### src/rtl/serial_sub_pkg.sv
// Shared types and sizing helpers for the digit-serial subtractor.
// Optional add mode in serial_subtractor is enabled by SERIAL_SUB_ADDMODE_EN.
package serial_sub_pkg;

   typedef enum logic [1:0] {
      IDLE = 2'd0,
      RUN  = 2'd1,
      DONE = 2'd2
   } state_t;

   // Number of DIGIT-wide slices in an N-bit operand.
   function automatic int num_digits(input int n, input int digit);
      return n / digit;
   endfunction

   // Width of the digit counter; never narrower than one bit.
   function automatic int cnt_width(input int n, input int digit);
      int w;
      w = $clog2(n / digit);
      return (w < 1) ? 1 : w;
   endfunction

endpackage

### src/rtl/digit_subtractor.sv
// Combinational DIGIT-bit borrow-ripple subtractor: {bo, diff} = x - y - bi.
module digit_subtractor
   import serial_sub_pkg::*;
#(
   parameter int DIGIT = 4
) (
   input  logic [DIGIT-1:0] x,
   input  logic [DIGIT-1:0] y,
   input  logic             bi,
   output logic [DIGIT-1:0] diff,
   output logic             bo
);

   logic [DIGIT:0] br;

   // Ripple the borrow from bit 0 upwards, one full subtractor per bit.
   always_comb begin
      br    = '0;
      diff  = '0;
      br[0] = bi;
      for (int i = 0; i < DIGIT; i++) begin
         diff[i]  = x[i] ^ y[i] ^ br[i];
         br[i+1]  = (~x[i] & y[i]) | (~(x[i] ^ y[i]) & br[i]);
      end
   end

   assign bo = br[DIGIT];

endmodule

### src/rtl/serial_subtractor.sv
// Digit-serial N-bit subtractor, D = A - B - Bin, LSB digit first.
// Handshake: a transfer happens on a rising edge where valid and ready are
// both high; valid is never withdrawn by this block once raised, and the
// result (d, bout, ovf) stays stable while out_valid && !out_ready.
// Defining SERIAL_SUB_ADDMODE_EN adds an op input (1 = add) that reuses the
// subtract datapath with b inverted and the borrow/carry sense flipped.
module serial_subtractor
   import serial_sub_pkg::*;
#(
   parameter int N     = 16,
   parameter int DIGIT = 4
) (
   input  logic         clk,
   input  logic         rst,
`ifdef SERIAL_SUB_ADDMODE_EN
   input  logic         op,
`endif
   input  logic         in_valid,
   output logic         in_ready,
   input  logic [N-1:0] a,
   input  logic [N-1:0] b,
   input  logic         bin,
   output logic         out_valid,
   input  logic         out_ready,
   output logic [N-1:0] d,
   output logic         bout,
   output logic         ovf
);

   localparam int ND = num_digits(N, DIGIT);
   localparam int CW = cnt_width(N, DIGIT);
   localparam logic [CW-1:0] LAST = CW'(ND - 1);

   generate
      if (N % DIGIT != 0) begin : g_bad_digit
         $error("serial_subtractor: N must be a multiple of DIGIT");
      end
   endgenerate

   state_t          state;
   logic [CW-1:0]   cnt;
   logic [N-1:0]    a_q;
   logic [N-1:0]    b_q;
   logic            borrow;
   logic            a_msb;
   logic            b_msb;
   logic            op_q;
   logic [DIGIT-1:0] diff;
   logic            bo;
   logic [N+DIGIT-1:0] d_cat;

   digit_subtractor #(.DIGIT(DIGIT)) u_digit (
      .x    (a_q[DIGIT-1:0]),
      .y    (b_q[DIGIT-1:0]),
      .bi   (borrow),
      .diff (diff),
      .bo   (bo)
   );

   // New digit enters at the top of d; after ND shifts the result is aligned.
   assign d_cat = {diff, d};

   // Control FSM, operand shifters, result shift register and flags.
   always_ff @(posedge clk) begin
      if (rst) begin
         state     <= IDLE;
         in_ready  <= 1'b1;
         out_valid <= 1'b0;
         d         <= '0;
         bout      <= 1'b0;
         ovf       <= 1'b0;
         cnt       <= '0;
         a_q       <= '0;
         b_q       <= '0;
         borrow    <= 1'b0;
         a_msb     <= 1'b0;
         b_msb     <= 1'b0;
         op_q      <= 1'b0;
      end else begin
         case (state)
            IDLE: begin
               if (in_valid) begin
`ifdef SERIAL_SUB_ADDMODE_EN
                  // Add is a - ~b with inverted carry-in/carry-out.
                  op_q   <= op;
                  a_q    <= a;
                  b_q    <= op ? ~b : b;
                  borrow <= op ? ~bin : bin;
                  a_msb  <= a[N-1];
                  b_msb  <= op ? ~b[N-1] : b[N-1];
`else
                  op_q   <= 1'b0;
                  a_q    <= a;
                  b_q    <= b;
                  borrow <= bin;
                  a_msb  <= a[N-1];
                  b_msb  <= b[N-1];
`endif
                  cnt      <= '0;
                  in_ready <= 1'b0;
                  state    <= RUN;
               end
            end
            RUN: begin
               d      <= d_cat[N+DIGIT-1:DIGIT];
               a_q    <= a_q >> DIGIT;
               b_q    <= b_q >> DIGIT;
               borrow <= bo;
               cnt    <= cnt + 1'b1;
               if (cnt == LAST) begin
                  cnt       <= '0;
                  bout      <= op_q ? ~bo : bo;
                  // b_msb is the effective subtrahend sign, so one formula
                  // covers both subtract and add.
                  ovf       <= (a_msb != b_msb) && (diff[DIGIT-1] != a_msb);
                  out_valid <= 1'b1;
                  state     <= DONE;
               end
            end
            DONE: begin
               if (out_ready) begin
                  out_valid <= 1'b0;
                  in_ready  <= 1'b1;
                  state     <= IDLE;
               end
            end
            default: begin
               state     <= IDLE;
               in_ready  <= 1'b1;
               out_valid <= 1'b0;
            end
         endcase
      end
   end

endmodule

### config.mk
export PLATFORM = sky130hd
export DESIGN_NAME = serial_subtractor
export DESIGN_NICKNAME = d
export VERILOG_FILES = /design/src/rtl/serial_sub_pkg.sv /design/src/rtl/digit_subtractor.sv /design/src/rtl/serial_subtractor.sv
export SDC_FILE = /design/constraint.sdc
export NUM_CORES = 1
export LEC_CHECK = 0
export BUFFER_PORTS_ARGS = -buffer_cell sky130_fd_sc_hd__buf_2
export CAP_MARGIN = 20
export CORE_MARGIN = 2
export CORE_UTILIZATION = 30
export CTS_CLUSTER_DIAMETER = 50
export CTS_CLUSTER_SIZE = 20
export DETAILED_ROUTE_END_ITERATION = 6
export PLACE_DENSITY = 0.45
export RECOVER_POWER = 50
export SETUP_SLACK_MARGIN = 0.3
export SYNTH_ARGS = -nofsm -noshare
export SYNTH_HDL_FRONTEND = slang
export SYNTH_SLANG_ARGS = --single-unit
### constraint.sdc
create_clock -name clk -period 4.3 [get_ports clk]
set_input_delay 1.29 -clock clk [delete_from_list [all_inputs] [get_ports clk]]
set_output_delay 1.29 -clock clk [all_outputs]
set_load 0.02 [all_outputs]
* Word level (Yosys, flattened, before mapping)
Index checks and enable logic that the tools add are counted.
** Storage, ports and cells
- Memories kept :: 0
- Latch bits :: 0
- Bits in read-only memories :: 0
- Register bits :: 59
- RAM bits :: 0
- Word-level logic and storage cells :: 79
** Operators by class
- Order comparisons :: 0
- Equality and inequality tests :: 8
- Bitwise gates (word level) :: 30
- Mux-type cells :: 19
- Multiply operators :: 0
- Add/sub/neg operators :: 1
- Shift-type cells :: 0
- Div/mod/pow operators :: 0
- Reductions and logical operators :: 9
** Operators with widths (count)
- $pmux 16 s2 :: 2
- $mux 16 :: 2
- $mux 2 :: 5
- $not 1->1 :: 10
- $reduce_and 3->1 :: 3
- $and 1x1->1 :: 8
- $xor 1x1->1 :: 8
- $ne 2x2->1 const B :: 3
- $pmux 1 s3 :: 2
- $pmux 2 s3 :: 1
- $reduce_and 2->1 :: 3
- $mux 1 :: 5
- $eq 2x2->1 const B :: 2
- $or 1x1->1 :: 4
- $pmux 2 s2 :: 1
- $add 2x1->2 const B :: 1
- $eq 2x1->1 const B :: 1
- $logic_not 2->1 :: 1
- $ne 1x1->1 :: 2
- $pmux 1 s2 :: 1
- $reduce_bool 2->1 :: 1
- $logic_and 1x1->1 :: 1

* Depth between registers and ports, before layout
- Word-level depth :: 11
- Mapped depth :: 10
- Gate-level depth less buffers :: 10

* Cells and area by module
A second synthesis with hierarchy kept.
** Second synthesis, totals
- Cells, all modules :: 276
- Area total of the unflattened synthesis :: 2685.1 µm²
** By module, submodules not included
- serial_subtractor :: cells an instance 262, area each 2567.5 µm², sequential area each 1181.1 µm², times used 1
- digit_subtractor :: cells an instance 14, area each 117.6 µm², sequential area each 0.0 µm², times used 1

* Worst setup path after synthesis
OpenSTA, ideal clock, no wires.
- Path type :: reg2reg
- From :: reg b_q[0]
- To :: reg ovf
- Required time :: 4.209 ns
- Path slack :: 1.991 ns
- Arrival time :: 2.218 ns
- Stages on the path, launching flop included :: 11
- Path buffers :: 0
- Period minus slack after synthesis :: 2.309 ns
- Cell sequence :: dfxtp_1 > inv_1 > fa_1 > inv_1 > fa_1 > fa_1 > inv_1 > fa_1 > nor3b_1 > a21oi_1 > a311oi_1
** Between the ends
- Longest elaborated chain between the ends :: 11
- Elaborated cells between the ends (all ways) :: 12
** RTL lines
- from (decl) :: line serial_subtractor.sv:43 : logic [N-1:0] b_q;
- from (signal assigned) :: line serial_subtractor.sv:107 : b_q <= b_q >> DIGIT;
- $xor 1x1->1 :: line digit_subtractor.sv:23 : br[i+1] = (~x[i] & y[i]) | (~(x[i] ^ y[i]) & br[i]);
- $not 1->1 :: line digit_subtractor.sv:23
- $and 1x1->1 :: line digit_subtractor.sv:23
- $or 1x1->1 (*) :: line digit_subtractor.sv:23
- $and 1x1->1 (*) :: line digit_subtractor.sv:23
- $or 1x1->1 (*) :: line digit_subtractor.sv:23
- $and 1x1->1 (*) :: line digit_subtractor.sv:23
- $or 1x1->1 (*) :: line digit_subtractor.sv:23
- $xor 1x1->1 (*) :: line digit_subtractor.sv:22 : diff[i] = x[i] ^ y[i] ^ br[i];
- via diff[3] :: line serial_subtractor.sv:48 : logic [DIGIT-1:0] diff;
- $ne 1x1->1 (*) :: line serial_subtractor.sv:115 : ovf <= (a_msb != b_msb) && (diff[DIGIT-1] != a_msb);
- $logic_and 1x1->1 (*) :: line serial_subtractor.sv:115
- to (signal assigned) :: line serial_subtractor.sv:115
- to (decl) :: line serial_subtractor.sv:27 : output logic ovf
The timed path passes the listed nets; every way through them passes the cells marked *.
A chain may end at the register's enable or synchronous reset.

* Worst setup path in the final report
- From :: in rst
- To :: reg b_q[13]
** RTL lines
- from (decl) :: line serial_subtractor.sv:14 : input logic rst,
No word-level cell between the ends.

==> flow_metrics.tcl <==
set metrics [dict create \
    run_status "finished clean" \
    finalHoldViolCount 0 \
    final_design_area_no_fill_um2 3030 \
    grt_overflow 0 \
    total_cts_buffers 9 \
    area_delta_synth_final_pct 17.1 \
    initial_detailed_routing_violation_count 78 \
    grt_util_all_layers_pct 12.4 \
    postCtsHoldBufs 0 \
    clock_tree_sinks 59 \
    dpl_cell_area_um2 2870 \
    synth-async-reset-ratio_pct 0 \
    drive_above_1_share_pct 22.8 \
    netSwitchingPower_uw 347 \
    min-delay-start "d[2]$_SDFFE_PP0P_" \
    synth-compound-area-share_pct 21.7 \
    grt_start_max_net_pins 49 \
    synth_cell_types 28 \
    worstSkewPairLatency_ns 0.33 \
    synth_mux_area_share_pct 9.28 \
    worst_slew_pin_slew_ns 1.47 \
    layout_worst_path_cycle_share_pct 64.6 \
    cts.root.buffer_cell "sky130_fd_sc_hd__clkbuf_8" \
    place_congestion 0.683 \
    num_antenna_cells 0 \
    grt_antenna_before_repair 0 \
    critical_path_required_ns 4.51 \
    drv_cap 0 \
    finClkSkew_ns 0.00741 \
    post_cts_resize_count 0 \
    yosys.area_share.simple_pct 12.8 \
    die_area_um2 9380 \
    comb_power_share_pct 14.7 \
    ant_nets 0 \
    synth_area_per_inst_um2 9.69 \
    level_count_of_the_clock_h_tree 3 \
    total_internal_power_uw 943 \
    boundaryPins 57 \
    std_cell_rows 33 \
    remaining_drc_errors 0 \
    worst-r2r-setup-slack_ns 1.82 \
    synth_xor_area_share_pct 0 \
    whs_path_depth 2 \
    dominantRegCellSynth "sky130_fd_sc_hd__dfxtp_1" \
    relSlewSlack_pct 1.83 \
    worst_r2r_startpoint "a_q[0]$_SDFFE_PP0P_" \
    num-nets-final 357 \
    final_report_max_slew_violation_count 0 \
    worstHoldPathType "reg2reg" \
    yosysMostFrequentCell "sky130_fd_sc_hd__dfxtp_1" \
    whs_endpoint "d[2]$_SDFFE_PP0P_" \
    synth_top_family_by_area "compound AO/OA/AOI/OAI gates" \
    start_kind "input pin" \
    start_util_pct 31.2 \
    dieWidth_um 96.9 \
    synth_sequential_area_ratio_pct 45.6 \
    switching_power_as_a_share_of_total_power_pct 26.9 \
    yosysTopAreaCellShare_pct 45.6 \
    grt_pass1_vias 1998 \
    layout.filler_cells 875 \
    port_buffers 56 \
    post-cts-setup-buffer-count 0 \
    path_class "in2reg" \
    fin_hold_ws_ns 0.453 \
    synth-adder-area-share_pct 3.58 \
    clock_share_of_power_pct 38.4 \
    achievable-frequency_mhz 360 \
    cts-root-to-sink-buffers 2 \
    reg2reg_to "ovf$_SDFFE_PP0P_" \
    die_h_um 96.9 \
    route.detailed.wl_per_inst_um 12.9 \
    final_period_minus_worst_setup_slack_ns 2.78 \
    synthTopCellsByArea "sky130_fd_sc_hd__dfxtp_1, sky130_fd_sc_hd__a211oi_2, sky130_fd_sc_hd__mux2i_1, sky130_fd_sc_hd__nor2_1, sky130_fd_sc_hd__nand2_1" \
    ys_ff_latch 59 \
    static-leakage-power_nw 1.17 \
    post-dp-hpwl_mm 3.64 \
    crit_path_max_fanout 31 \
    peakVddDrop_mv 0.243 \
    cellPowerDensity_nw_per_um2 426 \
    fin_total_pwr_mw 1.29 \
    mappedNetlistNets 309 \
    synth.cells.most_frequent "sky130_fd_sc_hd__dfxtp_1, sky130_fd_sc_hd__nor2_1, sky130_fd_sc_hd__nand2_1" \
    drt_pass1_iterations 5 \
    clkTransAtPathRegs_ns 0.07 \
    synth.largest_area_cell "sky130_fd_sc_hd__dfxtp_1" \
    tritoncts "done" \
    setup_viol_count_final 0 \
    critPathArrivalTime_ns 2.99 \
    routed-via-count 2001 \
    first_pass_grt_wire_length_mm 9.43 \
    setup_tns_ns 0 \
    final_routed_wirelength_across_all_metal_layers_mm 5.48 \
    synthesis.area_um2 2590 \
    post_synth_inst_count 267 \
    core_region_area_um2 8300 \
    p_seq_share_pct 46.9 \
    synth-edff-count 0 \
    worstRegToRegCells 9 \
    synth_warnings 0 \
    critPathCaptureType "register" \
    rsz0062_at_grt "no" \
    avgViaCountPerCell 4.71 \
]
logic make-up (layout without fill, tap and decap cells):
logic type,after synthesis,count (layout)
simple gates,79,79
compound gates,69,69
flops,59,59
buf+inv,31,84
mux,24,24
fa+ha+maj,5,5
worst max-delay path by stage:
stage	endpoint	slack (ns)	startpoint
2_1_floorplan	ovf$_SDFFE_PP0P_	1.99	b_q[0]$_SDFFE_PP0P_
3_3_place_gp	a_q[1]$_SDFFE_PP0P_	1.58	in_valid
3_5_place_dp	a_q[5]$_SDFFE_PP0P_	1.53	in_valid
4_1_cts	ovf$_SDFFE_PP0P_	1.80	borrow$_SDFFE_PP0P_
5_1_grt	d[14]$_SDFFE_PP0P_	1.35	rst
6_report	b_q[13]$_SDFFE_PP0P_	1.52	rst
worst max-delay path, stage by stage:
cell	delay, ns
sky130_fd_sc_hd__clkbuf_1	1.04
sky130_fd_sc_hd__buf_4	0.54
sky130_fd_sc_hd__nor2_1	0.09
final cells by class:
cell class                      instances  area (µm²)  share of cell area [%]
Multi-Input combinational cell        177        1190                    39.4
Sequential cell                        59        1180                    39.0
Timing Repair Buffer                   60         298                    9.83
Clock buffer                           11         141                    4.67
Tap cell                              105         131                    4.34
Clock inverter                          5        52.6                    1.73
Inverter                                8        30.0                   0.991
through the flow:
stage | cells | worst slack (ns) | utilization (%)
floorplan | 267 | 1.99 | -
global placement | 408 | 1.58 | 34.6
detailed placement | 408 | 1.53 | 34.6
CTS | 424 | 1.80 | 36.9
global route | 425 | 1.35 | 36.5
finish | 425 | 1.52 | 36.5
placed cells by master, fill, tap and decap left out, drive strengths merged:
cell and n:
nor3b 2, o21bai 2, clkinvlp 1, dfxtp 59
a311oi 2, buf 40, inv 8, a2bb2oi 1
nand2b 3, clkinv 3, o21ai 3, mux2i 24
o21ba 1, bufinv 1, nor2b 2, fa 4
a21oi 23, a211oi 27, nor3 1, nand2 33
a221oi 1, clkbuf 31, nor2 38, ha 1
a22oi 9
registers in the layout, summed over array words and instances, names as in the netlist:
| name | count |
|---|---|
| borrow | 1 |
| b_q | 16 |
| b_msb | 1 |
| bout | 1 |
| d | 16 |
| out_valid | 1 |
| ovf | 1 |
| cnt | 2 |
| a_q | 16 |
| state | 2 |
| in_ready | 1 |
| a_msb | 1 |
power by group through the flow:
stage	Clock (mW)	Sequential, mW	Combinational [mW]
6_report	0.496	0.605	0.190
5_1_grt	0.540	0.610	0.216
4_1_cts	0.519	0.606	0.199
3_5_place_dp	0	0.618	0.198
3_3_place_gp	0	0.618	0.195
2_1_floorplan	0	0.621	0.147
per-layer routing:
metal  up-vias  GRT usage, %  share of wire, %
li1       1018             -                 -
met1       917          15.4                48
met2        61          19.1                44
met3         5          5.85               6.6
met4         0          3.58               1.2
met5         -             0                 0
(Power assumes the default switching activity.)
